===== config.mk =====
export PLATFORM = sky130hd
export DESIGN_NAME = regfile_bist
export DESIGN_NICKNAME = d
export VERILOG_FILES = /design/src/rtl/regfile_bist.sv
export SDC_FILE = /design/constraint.sdc
export NUM_CORES = 1
export LEC_CHECK = 0
export ABC_CLOCK_PERIOD_IN_PS = 10300
export CAP_MARGIN = 20
export CORE_UTILIZATION = 40
export CTS_CLUSTER_SIZE = 16
export DETAILED_ROUTE_END_ITERATION = 10
export GPL_TIMING_DRIVEN = 0
export PLACE_DENSITY = 0.95
export REMOVE_ABC_BUFFERS = 1
export SLEW_MARGIN = 0
export SYNTH_ARGS = -nofsm -noshare
export SYNTH_HDL_FRONTEND = slang
export SYNTH_SLANG_ARGS = --single-unit
export TNS_END_PERCENT = 100

===== constraint.sdc =====
create_clock -name Clk -period 10.3 [get_ports Clk]
set_input_delay 1.545 -clock Clk [delete_from_list [all_inputs] [get_ports Clk]]
set_output_delay 1.545 -clock Clk [all_outputs]
set_load 0.02 [all_outputs]

===== src/rtl/regfile_bist.sv =====
// March-test BIST controller for a 32x32 two-read/one-write register file.
// Idle: host controls pass straight through; busy: controller drives the register file.
`timescale 1ns/1ps
module regfile_bist (
  input  logic        Clk,
  input  logic        Reset_n,
  input  logic        Start,
  output logic        Busy,
  output logic        Done,
  output logic        Pass,
  output logic [4:0]  FailAddr,
  output logic [1:0]  FailPort,
  input  logic [31:0] HostWriteData,
  input  logic [4:0]  HostWriteRegister,
  input  logic [4:0]  HostReadRegister1,
  input  logic [4:0]  HostReadRegister2,
  input  logic        HostRegWrite,
  output logic [31:0] WriteData,
  output logic [4:0]  WriteRegister,
  output logic [4:0]  ReadRegister1,
  output logic [4:0]  ReadRegister2,
  output logic        RegWrite,
  input  logic [31:0] ReadData1,
  input  logic [31:0] ReadData2
);

  typedef enum logic [2:0] {IDLE, WA, RA, WB, RB, DONE} state_t;

  state_t      state;
  logic [4:0]  a;
  logic        busy;
  logic        done;
  logic        pass;
  logic [4:0]  fail_addr;
  logic [1:0]  fail_port;
  logic [31:0] exp1;
  logic [31:0] exp2;
  logic        mis1;
  logic        mis2;

  function automatic logic [31:0] pat_a(input logic [4:0] addr);
    return 32'hA5A5A500 | {27'd0, addr};
  endfunction

  function automatic logic [31:0] pat_b(input logic [4:0] addr);
    return ~pat_a(addr);
  endfunction

  // Register 0 always reads back as zero, whatever pattern was written.
  function automatic logic [31:0] expected(input logic [4:0] addr, input logic use_b);
    logic [31:0] v;
    if (addr == 5'd0) begin
      v = 32'd0;
    end else if (use_b) begin
      v = pat_b(addr);
    end else begin
      v = pat_a(addr);
    end
    return v;
  endfunction

  // Read comparison; only feeds the state register, never an output.
  always_comb begin
    exp1 = expected(a, state == RB);
    exp2 = expected(~a, state == RB);
    mis1 = (ReadData1 != exp1);
    mis2 = (ReadData2 != exp2);
  end

  // Register-file drive: host pass-through when idle, decoded from state/a when testing.
  always_comb begin
    WriteData     = HostWriteData;
    WriteRegister = HostWriteRegister;
    ReadRegister1 = HostReadRegister1;
    ReadRegister2 = HostReadRegister2;
    RegWrite      = HostRegWrite;
    case (state)
      WA, RA, WB, RB: begin
        WriteRegister = a;
        ReadRegister1 = a;
        ReadRegister2 = ~a;
        RegWrite      = (state == WA) || (state == WB);
        WriteData     = ((state == WA) || (state == RB)) ? pat_a(a) : pat_b(a);
      end
      default: begin
        RegWrite = HostRegWrite;
      end
    endcase
  end

  // Test sequencer with registered status outputs.
  always_ff @(posedge Clk) begin
    if (!Reset_n) begin
      state     <= IDLE;
      a         <= 5'd0;
      busy      <= 1'b0;
      done      <= 1'b0;
      pass      <= 1'b0;
      fail_addr <= 5'd0;
      fail_port <= 2'd0;
    end else begin
      case (state)
        IDLE, DONE: begin
          if (Start) begin
            state     <= WA;
            a         <= 5'd0;
            busy      <= 1'b1;
            done      <= 1'b0;
            pass      <= 1'b0;
            fail_addr <= 5'd0;
            fail_port <= 2'd0;
          end
        end
        WA: begin
          a <= a + 5'd1;
          if (a == 5'd31) begin
            state <= RA;
          end
        end
        RA, RB: begin
          if (mis1 || mis2) begin
            state     <= DONE;
            busy      <= 1'b0;
            done      <= 1'b1;
            pass      <= 1'b0;
            fail_port <= {mis2, mis1};
            fail_addr <= mis1 ? a : ~a;
          end else if (a == 5'd31) begin
            if (state == RA) begin
              state <= WB;
              a     <= 5'd31;
            end else begin
              state <= DONE;
              busy  <= 1'b0;
              done  <= 1'b1;
              pass  <= 1'b1;
            end
          end else begin
            a <= a + 5'd1;
          end
        end
        WB: begin
          a <= a - 5'd1;
          if (a == 5'd0) begin
            state <= RB;
            a     <= 5'd0;
          end
        end
        default: begin
          state <= IDLE;
          a     <= 5'd0;
          busy  <= 1'b0;
        end
      endcase
    end
  end

  assign Busy     = busy;
  assign Done     = done;
  assign Pass     = pass;
  assign FailAddr = fail_addr;
  assign FailPort = fail_port;

endmodule


==> out/metrics.yaml <==
status: "complete, but fails checks"
violations: "design-rule violations"
timing.rr.end: "a[0]"
met2WireLength_mm: 5.16
p_per_area_mw_per_mm2: 139
r2r_setup_slack_ns: 5.87
worst-path-buf-inv: 2
io_pins: 173
path_common_cell: "a21oi_1"
critPathMaxFanout: 33
max_stage_delay_ns: 1.06
place_congestion: 0.896
hpwl_mm: 7.65
track_usage_pct: 27.2
first_pass_iters: 8
multi_input_area_mm2: 0.00217
die_area_mm2: 0.00706
p_leak_nw: 1.70
seq_area_um2: 360
cts_buffer_depth: 2
synth_cells: 427
setup_viol: 0
grt_max_degree: 34
syn_area_mm2: 0.00269
crit_start: "state[2]"
grt_overflow: 0
drc: 30
nets: 693
cap_viol_max_count: 0
reg2reg_depth: 9
ys_ff_latch: 18
grt_setup_unrepaired: "no"
area_growth_syn_to_layout_pct: 66.2
viasPerCell: 5.90
post_cts_resized: 0
die_w_um: 84.0
wl_met1_mm: 3.76
max_freq_ghz: 0.204
start_kind: "flop"
yosys_most_used_dff: "dfxtp_1"
synth_cell_types: 61
placed_area_mm2: 0.00441
cts_tree: "built"
timing.final.crit_share_pct: 47.6
clk_pin_slew_ns: 0.07
async_reset_ff_share_pct: 0
arrival_ns: 3.36
crit_family: "buffers and inverters"
dr_wl_met3_um: 846
synth_edf_count: 0
crit_path_end_kind: "primary output"
setup-tns-final_ns: 0
core_area_mm2: 0.00642
tightest_slew_ns: 1.11
io_buffers: 172
drive_above_1_share_pct: 3.33
crit_type: "flop to primary output"
fin_util_pct: 69.6
antenna_found_initial: 0
fillCellCount: 547
grt_pass1_wl_mm: 16.2
vias: 3822
drt_iter0_drc: 312
path_cells: "inv_1 > nand2_1 > a21oi_1 > a21oi_1 > clkdlybuf4s50_1"
yosysWarningCount: 0
std_cell_rows: 29
drv_slew: 0
postRouteAntennaNets: 0
hold_viol: 0
crit_required_ns: 8.76
yosysSeqAreaShare_pct: 13.4
hold_class: "flop to flop"
vdd_ir_drop_max_v: 0.0000742
grt_pass1_vias: 3650
endpoint: "RegWrite"
skew_ns: 0.00297
highest_layer: "met4"
start_util_pct: 41.9
period_needed_ns: 4.90
whs_ns: 0.463
max_slew_margin_pct: 26.0
crit_path_top_delay_cell: "dfxtp_1"
clock_sinks: 18
die_h_um: 84.0
cts_setup_buffers: 0
cp_num_cells: 5
wirelength_mm: 9.96
post-route-cell-area_mm2: 0.00447
r2r_start: "state[0]"
synth_area_per_cell_um2: 6.30
cts_root_buffer: "clkbuf_8"
clkLatencyLatePin_ns: 0.25
cts_buffers: 3
insertedDiodeCount: 0
htree_levels: 1
wl_per_cell_um: 15.4
holdBufCountCts: 0
## stage by stage
| step | power (mW) | setup WS (ns) | instances |
|---|---|---|---|
| after detailed placement | 0.559 | 5.56 | 643 |
| after floorplan | 0.339 | 5.89 | 393 |
| after global placement | 0.540 | 4.99 | 642 |
| final | 0.621 | 5.40 | 648 |
| after global routing | 0.660 | 5.16 | 648 |
| after CTS | 0.619 | 5.50 | 647 |
## cells in the final DEF (no fill, tap or decap), types with 7 or more instances in the layout
cell             Yosys  routed
nor3_1              16      16
xnor2_1             15      14
nor2_1              54      54
o21ai_0             22      22
dfxtp_1             18      18
o211ai_1             7       7
clkdlybuf4s50_1      0     172
o22ai_1              8       8
nand4_1             16      16
inv_1                7       7
mux2i_1             16      16
a21oi_1             26      26
nor4_1              14      14
nand2_1             89      89
## worst reg2reg max path, cell delays in order (launching register included)
cell	delay [ns]
dfxtp_1	1.02
or3b_1	0.69
nor2_2	0.12
or4_1	0.44
a222oi_1	0.50
nand4_4	0.26
o21ai_0	0.30
a221oi_1	0.23
or2_1	0.40
o41ai_2	0.36
## worst min path at each step
| stage | to | depth (start not counted) | slack, ns | startpoint |
|---|---|---|---|---|
| 2_1_floorplan | Done | 2 | 0.53 | Done |
| 3_3_place_gp | FailAddr[1] | 2 | 0.45 | FailAddr[1] |
| 3_5_place_dp | Done | 2 | 0.46 | Done |
| 4_1_cts | Done | 2 | 0.47 | Done |
| 5_1_grt | Done | 2 | 0.50 | Done |
| 6_report | Done | 2 | 0.46 | Done |
## layout make-up
cell class | count | area share [%]
multi-input combinational | 367 | 48.6
timing repair buffer | 174 | 39.3
sequential | 18 | 8.06
tap | 77 | 2.15
clock buffer | 4 | 1.23
inverter | 8 | 0.672
## sequential cells by signal, indices dropped and copies added, names as in the netlist
signal	flops
Pass	1
a	5
Busy	1
FailPort	2
FailAddr	5
state	3
Done	1
## kinds of logic (layout without fill, tap and decap cells)
family	count (synthesis)	in the layout	share of synthesized area (%)
AND/OR/NAND/NOR	230	230	41.8
AO/OA/AOI/OAI	100	100	24.9
buffers and inverters	42	186	6.32
flip-flops	18	18	13.4
multiplexers	16	16	5.95
XOR/XNOR	15	15	4.88
adder cells (fa/ha/maj)	6	6	2.79
## synthesized netlist by cell type (4+ instances only)
| library cell | number | area [µm²] |
|---|---|---|
| inv_1 | 7 | 26.3 |
| nor2_1 | 54 | 203 |
| o21ai_0 | 22 | 110 |
| nand2_1 | 89 | 334 |
| ha_1 | 6 | 75.1 |
| o211ai_1 | 7 | 52.6 |
| mux2i_1 | 16 | 160 |
| nand2b_1 | 6 | 37.5 |
| nand3_1 | 5 | 25.0 |
| nor4_1 | 14 | 87.6 |
| nor3_1 | 16 | 80.1 |
| o22ai_1 | 8 | 50.1 |
| dfxtp_1 | 18 | 360 |
| and3_1 | 5 | 31.3 |
| buf_1 | 4 | 15.0 |
| a211oi_1 | 5 | 37.5 |
| a21oi_1 | 26 | 130 |
| clkbuf_1 | 25 | 93.8 |
| buf_2 | 4 | 20.0 |
| nand4_1 | 16 | 100 |
| xnor2_1 | 15 | 131 |
## routing by layer
metal  GRT usage, %  vias up
li1               -     1846
met5              0        -
met1           29.2     1749
met2           54.2      205
met3           5.04       22
met4           5.96        0
## power by group
group / switching [mW] / internal, mW / total [mW] / leakage [nW]
combinational: 0.234 / 0.221 / 0.454 / 1.53
clock: 0.0249 / 0.0340 / 0.0589 / 0.0288
sequential: 0.0306 / 0.0772 / 0.108 / 0.147
Power figures use the tool's default switching activity.
